===== config.mk =====
export PLATFORM = sky130hd
export DESIGN_NAME = mc_control_flat
export DESIGN_NICKNAME = d
export VERILOG_FILES = /design/src/rtl/mc_pkg.sv /design/src/rtl/mc_control_if.sv /design/src/rtl/mc_outdec.sv /design/src/rtl/mc_control.sv /design/src/flat_wrapper.sv
export SDC_FILE = /design/constraint.sdc
export NUM_CORES = 1
export LEC_CHECK = 0
export BUFFER_PORTS_ARGS = -buffer_cell sky130_fd_sc_hd__buf_4
export CORE_UTILIZATION = 41
export CTS_BUF_LIST = sky130_fd_sc_hd__clkbuf_16
export CTS_CLUSTER_SIZE = 10
export DETAILED_ROUTE_END_ITERATION = 16
export GPL_ROUTABILITY_DRIVEN = 0
export GPL_TIMING_DRIVEN = 0
export PLACE_DENSITY = 0.68
export SLEW_MARGIN = 20
export SYNTH_ARGS = -nofsm -noshare
export SYNTH_HDL_FRONTEND = slang
export SYNTH_SLANG_ARGS = --single-unit

===== constraint.sdc =====
create_clock -name clk -period 2.2 [get_ports clk]
set_input_delay 0.11 -clock clk [delete_from_list [all_inputs] [get_ports clk]]
set_output_delay 0.11 -clock clk [all_outputs]
set_load 0.02 [all_outputs]

===== src/rtl/mc_pkg.sv =====
// Shared types and constants for the MIPS-lite multicycle main control.
// MC_ILLEGAL_TRAP_EN adds the TRAP state for unknown opcodes.
package mc_pkg;

  localparam int unsigned OPW   = 6;
  localparam int unsigned AOPW  = 4;
  localparam int unsigned SELW  = 2;

  localparam logic [OPW-1:0] OP_RTYPE = 6'b000000;
  localparam logic [OPW-1:0] OP_LW    = 6'b100011;
  localparam logic [OPW-1:0] OP_SW    = 6'b101011;
  localparam logic [OPW-1:0] OP_BEQ   = 6'b000100;
  localparam logic [OPW-1:0] OP_J     = 6'b000010;
  localparam logic [OPW-1:0] OP_ADDI  = 6'b001000;
  localparam logic [OPW-1:0] OP_ANDI  = 6'b001100;
  localparam logic [OPW-1:0] OP_ORI   = 6'b001101;

  localparam logic [AOPW-1:0] ALUOP_ADD   = 4'b0000;
  localparam logic [AOPW-1:0] ALUOP_RTYPE = 4'b0001;
  localparam logic [AOPW-1:0] ALUOP_SUB   = 4'b0010;
  localparam logic [AOPW-1:0] ALUOP_AND   = 4'b0100;
  localparam logic [AOPW-1:0] ALUOP_OR    = 4'b1000;

  localparam logic [SELW-1:0] ALUSRCB_B     = 2'b00;
  localparam logic [SELW-1:0] ALUSRCB_FOUR  = 2'b01;
  localparam logic [SELW-1:0] ALUSRCB_IMM   = 2'b10;
  localparam logic [SELW-1:0] ALUSRCB_IMMSH = 2'b11;

  localparam logic [SELW-1:0] PCSRC_ALU    = 2'b00;
  localparam logic [SELW-1:0] PCSRC_ALUOUT = 2'b01;
  localparam logic [SELW-1:0] PCSRC_JUMP   = 2'b10;

  typedef enum logic [3:0] {
    S_FETCH, S_DECODE, S_MEMADR, S_MEMRD, S_MEMWB, S_MEMWR,
    S_RTEXEC, S_RTWB, S_BEQ, S_JUMP,
    S_ADDIEX, S_ANDIEX, S_ORIEX, S_IMMWB
`ifdef MC_ILLEGAL_TRAP_EN
    , S_TRAP
`endif
  } state_e;

  typedef struct packed {
    logic            pcwrite;
    logic            pcwritecond;
    logic            iord;
    logic            memread;
    logic            memwrite;
    logic            irwrite;
    logic            memtoreg;
    logic            regdst;
    logic            regwrite;
    logic            alusrca;
    logic [SELW-1:0] alusrcb;
    logic [SELW-1:0] pcsource;
    logic [AOPW-1:0] aluop;
    logic            illegal;
  } ctrl_t;

endpackage


===== src/rtl/mc_control_if.sv =====
// Controller <-> datapath bundle: opcode/ready in, control word out.
interface mc_control_if;
  import mc_pkg::*;

  logic [OPW-1:0]  opcode;
  logic            mem_ready;
  logic            pcwrite;
  logic            pcwritecond;
  logic            iord;
  logic            memread;
  logic            memwrite;
  logic            irwrite;
  logic            memtoreg;
  logic            regdst;
  logic            regwrite;
  logic            alusrca;
  logic [SELW-1:0] alusrcb;
  logic [SELW-1:0] pcsource;
  logic [AOPW-1:0] aluop;
  logic            illegal;

  modport master (
    input  opcode, mem_ready,
    output pcwrite, pcwritecond, iord, memread, memwrite, irwrite,
           memtoreg, regdst, regwrite, alusrca, alusrcb, pcsource, aluop, illegal
  );

  modport slave (
    output opcode, mem_ready,
    input  pcwrite, pcwritecond, iord, memread, memwrite, irwrite,
           memtoreg, regdst, regwrite, alusrca, alusrcb, pcsource, aluop, illegal
  );

endinterface


===== src/rtl/mc_outdec.sv =====
// Moore state -> control-word decode; FETCH write enables wait on mem_ready.
module mc_outdec
  import mc_pkg::*;
(
  input  state_e state,
  input  logic   mem_ready,
  output ctrl_t  ctrl_c
);

  always_comb begin
    ctrl_c = '0;
    case (state)
      S_FETCH: begin
        ctrl_c.memread = 1'b1;
        ctrl_c.alusrcb = ALUSRCB_FOUR;
        ctrl_c.aluop   = ALUOP_ADD;
        ctrl_c.irwrite = mem_ready;
        ctrl_c.pcwrite = mem_ready;
      end
      S_DECODE: ctrl_c.alusrcb = ALUSRCB_IMMSH;
      S_MEMADR: begin
        ctrl_c.alusrca = 1'b1;
        ctrl_c.alusrcb = ALUSRCB_IMM;
      end
      S_MEMRD: begin
        ctrl_c.memread = 1'b1;
        ctrl_c.iord    = 1'b1;
      end
      S_MEMWB: begin
        ctrl_c.regwrite = 1'b1;
        ctrl_c.memtoreg = 1'b1;
      end
      S_MEMWR: begin
        ctrl_c.memwrite = 1'b1;
        ctrl_c.iord     = 1'b1;
      end
      S_RTEXEC: begin
        ctrl_c.alusrca = 1'b1;
        ctrl_c.aluop   = ALUOP_RTYPE;
      end
      S_RTWB: begin
        ctrl_c.regwrite = 1'b1;
        ctrl_c.regdst   = 1'b1;
      end
      S_BEQ: begin
        ctrl_c.alusrca     = 1'b1;
        ctrl_c.aluop       = ALUOP_SUB;
        ctrl_c.pcwritecond = 1'b1;
        ctrl_c.pcsource    = PCSRC_ALUOUT;
      end
      S_JUMP: begin
        ctrl_c.pcwrite  = 1'b1;
        ctrl_c.pcsource = PCSRC_JUMP;
      end
      S_ADDIEX, S_ANDIEX, S_ORIEX: begin
        ctrl_c.alusrca = 1'b1;
        ctrl_c.alusrcb = ALUSRCB_IMM;
        ctrl_c.aluop   = (state == S_ANDIEX) ? ALUOP_AND :
                         (state == S_ORIEX)  ? ALUOP_OR  : ALUOP_ADD;
      end
      S_IMMWB: ctrl_c.regwrite = 1'b1;
`ifdef MC_ILLEGAL_TRAP_EN
      S_TRAP: ctrl_c.illegal = 1'b1;
`endif
      default: ctrl_c = '0;
    endcase
  end

endmodule


===== src/rtl/mc_control.sv =====
// Multicycle main-control FSM: state register, next-state logic, reset-gated control word.
// Build with MC_ILLEGAL_TRAP_EN to trap unknown opcodes instead of treating them as NOPs.
module mc_control
  import mc_pkg::*;
(
  input  logic         clk,
  input  logic         reset,
  mc_control_if.master bus
);

  state_e state_q, state_d;
  ctrl_t  dec_c, ctrl_c;

  always_ff @(posedge clk) begin
    if (reset) state_q <= S_FETCH;
    else       state_q <= state_d;
  end

  always_comb begin
    state_d = state_q;
    case (state_q)
      S_FETCH:  if (bus.mem_ready) state_d = S_DECODE;
      S_DECODE: begin
        case (bus.opcode)
          OP_LW, OP_SW: state_d = S_MEMADR;
          OP_RTYPE:     state_d = S_RTEXEC;
          OP_BEQ:       state_d = S_BEQ;
          OP_J:         state_d = S_JUMP;
          OP_ADDI:      state_d = S_ADDIEX;
          OP_ANDI:      state_d = S_ANDIEX;
          OP_ORI:       state_d = S_ORIEX;
`ifdef MC_ILLEGAL_TRAP_EN
          default:      state_d = S_TRAP;
`else
          default:      state_d = S_FETCH;
`endif
        endcase
      end
      S_MEMADR: state_d = (bus.opcode == OP_LW) ? S_MEMRD : S_MEMWR;
      S_MEMRD:  if (bus.mem_ready) state_d = S_MEMWB;
      S_MEMWR:  if (bus.mem_ready) state_d = S_FETCH;
      S_RTEXEC: state_d = S_RTWB;
      S_ADDIEX, S_ANDIEX, S_ORIEX: state_d = S_IMMWB;
`ifdef MC_ILLEGAL_TRAP_EN
      S_TRAP:   state_d = S_TRAP;
`endif
      default:  state_d = S_FETCH;
    endcase
  end

  mc_outdec u_outdec (
    .state     (state_q),
    .mem_ready (bus.mem_ready),
    .ctrl_c    (dec_c)
  );

  // Reset blanks every enable and select immediately, even mid-instruction.
  always_comb begin
    ctrl_c = dec_c;
    if (reset) ctrl_c = '0;
  end

  assign bus.pcwrite     = ctrl_c.pcwrite;
  assign bus.pcwritecond = ctrl_c.pcwritecond;
  assign bus.iord        = ctrl_c.iord;
  assign bus.memread     = ctrl_c.memread;
  assign bus.memwrite    = ctrl_c.memwrite;
  assign bus.irwrite     = ctrl_c.irwrite;
  assign bus.memtoreg    = ctrl_c.memtoreg;
  assign bus.regdst      = ctrl_c.regdst;
  assign bus.regwrite    = ctrl_c.regwrite;
  assign bus.alusrca     = ctrl_c.alusrca;
  assign bus.alusrcb     = ctrl_c.alusrcb;
  assign bus.pcsource    = ctrl_c.pcsource;
  assign bus.aluop       = ctrl_c.aluop;
  assign bus.illegal     = ctrl_c.illegal;

endmodule

===== src/flat_wrapper.sv =====
// flat-port wrapper written by rule: the top's interface ports become plain ports
module mc_control_flat import mc_pkg::*;
  (clk, reset, bus_opcode, bus_mem_ready, bus_pcwrite, bus_pcwritecond, bus_iord, bus_memread, bus_memwrite, bus_irwrite, bus_memtoreg, bus_regdst, bus_regwrite, bus_alusrca, bus_alusrcb, bus_pcsource, bus_aluop, bus_illegal);
  mc_control_if bus_i ();
  input  logic clk;
  input  logic reset;
  input wire logic [$bits(bus_i.opcode)-1:0] bus_opcode;
  input wire logic [$bits(bus_i.mem_ready)-1:0] bus_mem_ready;
  output wire logic [$bits(bus_i.pcwrite)-1:0] bus_pcwrite;
  output wire logic [$bits(bus_i.pcwritecond)-1:0] bus_pcwritecond;
  output wire logic [$bits(bus_i.iord)-1:0] bus_iord;
  output wire logic [$bits(bus_i.memread)-1:0] bus_memread;
  output wire logic [$bits(bus_i.memwrite)-1:0] bus_memwrite;
  output wire logic [$bits(bus_i.irwrite)-1:0] bus_irwrite;
  output wire logic [$bits(bus_i.memtoreg)-1:0] bus_memtoreg;
  output wire logic [$bits(bus_i.regdst)-1:0] bus_regdst;
  output wire logic [$bits(bus_i.regwrite)-1:0] bus_regwrite;
  output wire logic [$bits(bus_i.alusrca)-1:0] bus_alusrca;
  output wire logic [$bits(bus_i.alusrcb)-1:0] bus_alusrcb;
  output wire logic [$bits(bus_i.pcsource)-1:0] bus_pcsource;
  output wire logic [$bits(bus_i.aluop)-1:0] bus_aluop;
  output wire logic [$bits(bus_i.illegal)-1:0] bus_illegal;
  assign bus_i.opcode = bus_opcode;
  assign bus_i.mem_ready = bus_mem_ready;
  assign bus_pcwrite = bus_i.pcwrite;
  assign bus_pcwritecond = bus_i.pcwritecond;
  assign bus_iord = bus_i.iord;
  assign bus_memread = bus_i.memread;
  assign bus_memwrite = bus_i.memwrite;
  assign bus_irwrite = bus_i.irwrite;
  assign bus_memtoreg = bus_i.memtoreg;
  assign bus_regdst = bus_i.regdst;
  assign bus_regwrite = bus_i.regwrite;
  assign bus_alusrca = bus_i.alusrca;
  assign bus_alusrcb = bus_i.alusrcb;
  assign bus_pcsource = bus_i.pcsource;
  assign bus_aluop = bus_i.aluop;
  assign bus_illegal = bus_i.illegal;
  mc_control u_core (.clk(clk), .reset(reset), .bus(bus_i));
endmodule

==> flow_metrics.env <==
export IMPL_fp_dieArea_um2=1747
export IMPL_clock_tree_buffer_depth=2
export IMPL_setup_worst_path_start_class="flop"
export IMPL_power_share_combinational_pct=21.4
export IMPL_num_rows=13
export IMPL_worstPathBufferInverterCount=3
export IMPL_mostFrequentLayoutCells="sky130_fd_sc_hd__buf_4 (29), sky130_fd_sc_hd__nor2_1 (11), sky130_fd_sc_hd__nor3_1 (10), sky130_fd_sc_hd__a21oi_1 (9), sky130_fd_sc_hd__nand2_1 (5)"
export IMPL_synth_simple_gate_area_share_pct=46.63
export IMPL_synth_yosys_warnings=0
export IMPL_post_synth_xor_area_fraction_pct=2.697
export IMPL_timing_clock_skew_ps=0.2425
export IMPL_synth_compound_area_share_pct=21.97
export IMPL_critical_path_max_stage_delay_ps=330
export IMPL_setup_reg_to_reg_worst_slack_ps=610
export IMPL_critical_path_cell_chain="buf_6 -> clkbuf_1 -> nor2b_1 -> nor3b_1 -> buf_4"
export IMPL_layout_nets=139
export IMPL_seqPwrFrac_pct=16.8
export IMPL_drt_wl_total_mm=1.880
export IMPL_htree_num_levels=1
export IMPL_finalSetupViolCount=0
export IMPL_route_detailed_drc=0
export IMPL_antenna_diode_count=0
export IMPL_grt_max_degree=11
export IMPL_rr_startpoint="u_core.state_q[3]"
export IMPL_clock_insertion_delay_at_the_later_pin_of_the_skew_report_ps=220
export IMPL_final_design_area_no_fill_um2=938.4
export IMPL_die_width_um=41.80
export IMPL_synth_fa_ha_area_share_pct=0
export IMPL_clk_root_buffer_cell="sky130_fd_sc_hd__clkbuf_16"
export IMPL_vias_per_cell=5.811
export IMPL_vdd_drop_max_mv=0.3301
export IMPL_fin_util_pct=67.87
export IMPL_worst_setup_path_type="flop to primary output"
export IMPL_antenna_found_initial=0
export IMPL_cts_clk_slew_worst_paths_ps=30
export IMPL_clkSinkCount=4
export IMPL_first_global_vias=752
export IMPL_critical_path_arrival_ps=1680
export IMPL_postCtsResizedCells=0
export IMPL_number_of_nets_produced_by_synthesis=108
export IMPL_hold_path_startpoint="bus_opcode[4]"
export IMPL_largest_reg_flops=4
export IMPL_grt_total_ovfl=0
export IMPL_hold_path_depth=2
export IMPL_power_switching_share_pct=23.95
export IMPL_power_clock_fraction_pct=61.7
export IMPL_finalHoldViolCount=0
export IMPL_timing_max_cap_violations=0
export IMPL_area_delta_synth_final_pct=44.51
export IMPL_inserted_clock_buffers=3
export IMPL_final_critical_path_setup_slack_ps=405.3
export IMPL_cts_repair_timing_setup_buffer_count=0
export IMPL_drt_wirelength_per_cell_um=13.15
export IMPL_p_total_w=0.0004602
export IMPL_regMostFlops="u_core.state_q"
export IMPL_worstRegToRegCells=5
export IMPL_layout_commonest_cell="sky130_fd_sc_hd__buf_4"
export IMPL_drt_first_pass_iters=4
export IMPL_ys_ff_latch=4
export IMPL_yosysSeqAreaShare_pct=12.33
export IMPL_fmax_mhz=557.2
export IMPL_slowest_stage="sky130_fd_sc_hd__clkbuf_1"
export IMPL_power_density_nw_per_um2=490.4
export IMPL_vias=831
export IMPL_fin_setup_tns_ps=0
export IMPL_timing_final_crit_period_ps=1795
export IMPL_r2r_end="u_core.state_q[2]"
export IMPL_drt_initial_drc_count=26
export IMPL_cellInternalPower_w=0.0003500
export IMPL_holdPathEnd="u_core.state_q[1]"
export IMPL_grt_setup_unrepaired="no"
export IMPL_switching_power_w=0.0001102
export IMPL_crit_path_end_kind="primary output"
export IMPL_drt_antenna_violating_nets=0
export IMPL_ios=28
export IMPL_multiplexer_share_of_the_synthesized_area_pct=4.817
export IMPL_synth_top_family_by_area="simple AND/OR/NAND/NOR gates"
export IMPL_min_period_over_period_pct=81.58
export IMPL_drv_slew=0
export IMPL_detailedPlacementHpwl_mm=1.394
export IMPL_coreArea_um2=1383
export IMPL_final_layout_size_suffix_gt1_share_pct=32.81
export IMPL_class_of_the_worst_hold_path="primary input to flop"
export IMPL_initial_core_util_pct=46.97
export IMPL_placed_area_um2=863.3
export IMPL_syn_mean_instance_area_um2=6.559
export IMPL_reg_largest_list="u_core.state_q x4"
export IMPL_grt_usage_pct=21.98
export IMPL_cts_hold_buffers=0
export IMPL_critical_path_peak_fanout=10
export IMPL_number_of_cells_produced_by_synthesis=99
export IMPL_grt_first_pass_wirelength_mm=3.070
export IMPL_cts_tree="built"
export IMPL_worstPathRequired_ps=2090
export IMPL_outcome="complete, no violations"
export IMPL_port_buffer_count=26
export IMPL_yosysUniqueCellTypes=39
export IMPL_static_leakage_power_nw=0.4012
export IMPL_placement_setup_worst_slack_ps=665.9
export IMPL_post_synth_instance_area_um2=649.4
export IMPL_die_h_um=41.80
export IMPL_critical_path_top_delay_family="buffers and inverters"
-- worst register-to-register path, delay by kind of cell (launching register included) --
family	cells	cell delay (ps)
simple gates	2	530
compound gates	2	470
flops	1	300
buf+inv	1	160
-- synth_stat cells --
library cell	count	area (um2)
sky130_fd_sc_hd__nand3_1	3	15.01
sky130_fd_sc_hd__buf_4	3	22.52
sky130_fd_sc_hd__and3_1	2	12.51
sky130_fd_sc_hd__nor2b_1	4	25.02
sky130_fd_sc_hd__nor2_1	11	41.29
sky130_fd_sc_hd__mux2i_1	2	20.02
sky130_fd_sc_hd__nor3b_1	3	22.52
sky130_fd_sc_hd__o21ai_0	4	20.02
sky130_fd_sc_hd__xor2_1	1	8.760
sky130_fd_sc_hd__or3b_2	1	8.760
sky130_fd_sc_hd__buf_2	3	15.01
sky130_fd_sc_hd__o21bai_1	2	15.01
sky130_fd_sc_hd__dfxtp_1	4	80.08
sky130_fd_sc_hd__a211o_1	1	8.760
sky130_fd_sc_hd__mux2_2	1	11.26
sky130_fd_sc_hd__nand4_1	1	6.260
sky130_fd_sc_hd__or2_2	2	12.51
sky130_fd_sc_hd__or4_1	1	7.510
sky130_fd_sc_hd__a21oi_1	9	45.04
sky130_fd_sc_hd__nand2b_1	4	25.02
sky130_fd_sc_hd__nor4bb_1	1	10.01
sky130_fd_sc_hd__clkbuf_1	2	7.510
sky130_fd_sc_hd__nor4_1	3	18.77
sky130_fd_sc_hd__xnor2_1	1	8.760
sky130_fd_sc_hd__o21a_1	1	7.510
sky130_fd_sc_hd__or3_1	1	6.260
sky130_fd_sc_hd__inv_1	3	11.26
sky130_fd_sc_hd__buf_6	1	11.26
sky130_fd_sc_hd__nor3_1	10	50.05
sky130_fd_sc_hd__nand2_1	5	18.77
sky130_fd_sc_hd__nand2b_4	1	13.76
sky130_fd_sc_hd__a221oi_1	1	8.760
sky130_fd_sc_hd__conb_1	1	3.750
sky130_fd_sc_hd__o22ai_2	1	12.51
sky130_fd_sc_hd__a211oi_1	1	7.510
sky130_fd_sc_hd__a32oi_1	1	8.760
sky130_fd_sc_hd__o32ai_1	1	8.760
sky130_fd_sc_hd__and3b_1	1	8.760
sky130_fd_sc_hd__buf_1	1	3.750
-- power groups by stage --
stage               clock [W]  sequential [W]  combinational [W]
floorplan                   0       0.0000778          0.0000583
global placement            0       0.0000783          0.0000964
detailed placement          0       0.0000783          0.0000967
CTS                  0.000286       0.0000774          0.0000977
global route         0.000295       0.0000777           0.000107
finish               0.000284       0.0000775          0.0000986
-- logic make-up after synthesis --
group / after synthesis
buffers and inverters: 13
DFF: 4
xor gates and xnor gates: 2
muxes: 3
other: 1
AOI/OAI and AO/OA: 22
and+or+nand+nor: 54
-- metrics by stage --
step / cells / hold WS (ps)
2_1_floorplan: 99 / 227.2
3_3_place_gp: 140 / 364.8
3_5_place_dp: 140 / 369.9
4_1_cts: 143 / 141.3
5_1_grt: 143 / 151.9
6_report: 143 / 144.0
-- layout make-up --
| class | count | area, um2 |
|---|---|---|
| Clock buffer | 3 | 75.07 |
| Tap cell | 15 | 18.77 |
| Sequential cell | 4 | 80.08 |
| Buffer | 10 | 60.06 |
| Timing Repair Buffer | 26 | 195.2 |
| Fill cell | 134 | 444.2 |
| Inverter | 3 | 11.26 |
| Multi-Input combinational cell | 82 | 498.0 |
-- worst max path at each step --
stage | startpoint | to | slack (ps) | cells after the start
floorplan | u_core.state_q[3] | u_core.state_q[2] | 590 | 5
global placement | u_core.state_q[1] | u_core.state_q[3] | 680 | 5
finish | u_core.state_q[1] | bus_aluop[0] | 410 | 5
CTS | u_core.state_q[1] | bus_aluop[0] | 420 | 5
global route | u_core.state_q[1] | bus_alusrcb[1] | 270 | 6
detailed placement | u_core.state_q[1] | bus_alusrcb[1] | 670 | 6
-- layer usage --
layer  vias up  wire [um]  GRT usage, %  share of wire (%)
met5         -          0             0                  0
met4         0         47         8.387                2.5
met3         8        118         6.087                6.3
met2        36        854         35.63                 45
met1       372        860         27.34                 46
li1        415          -             -                  -
(Power assumes the default switching activity.)
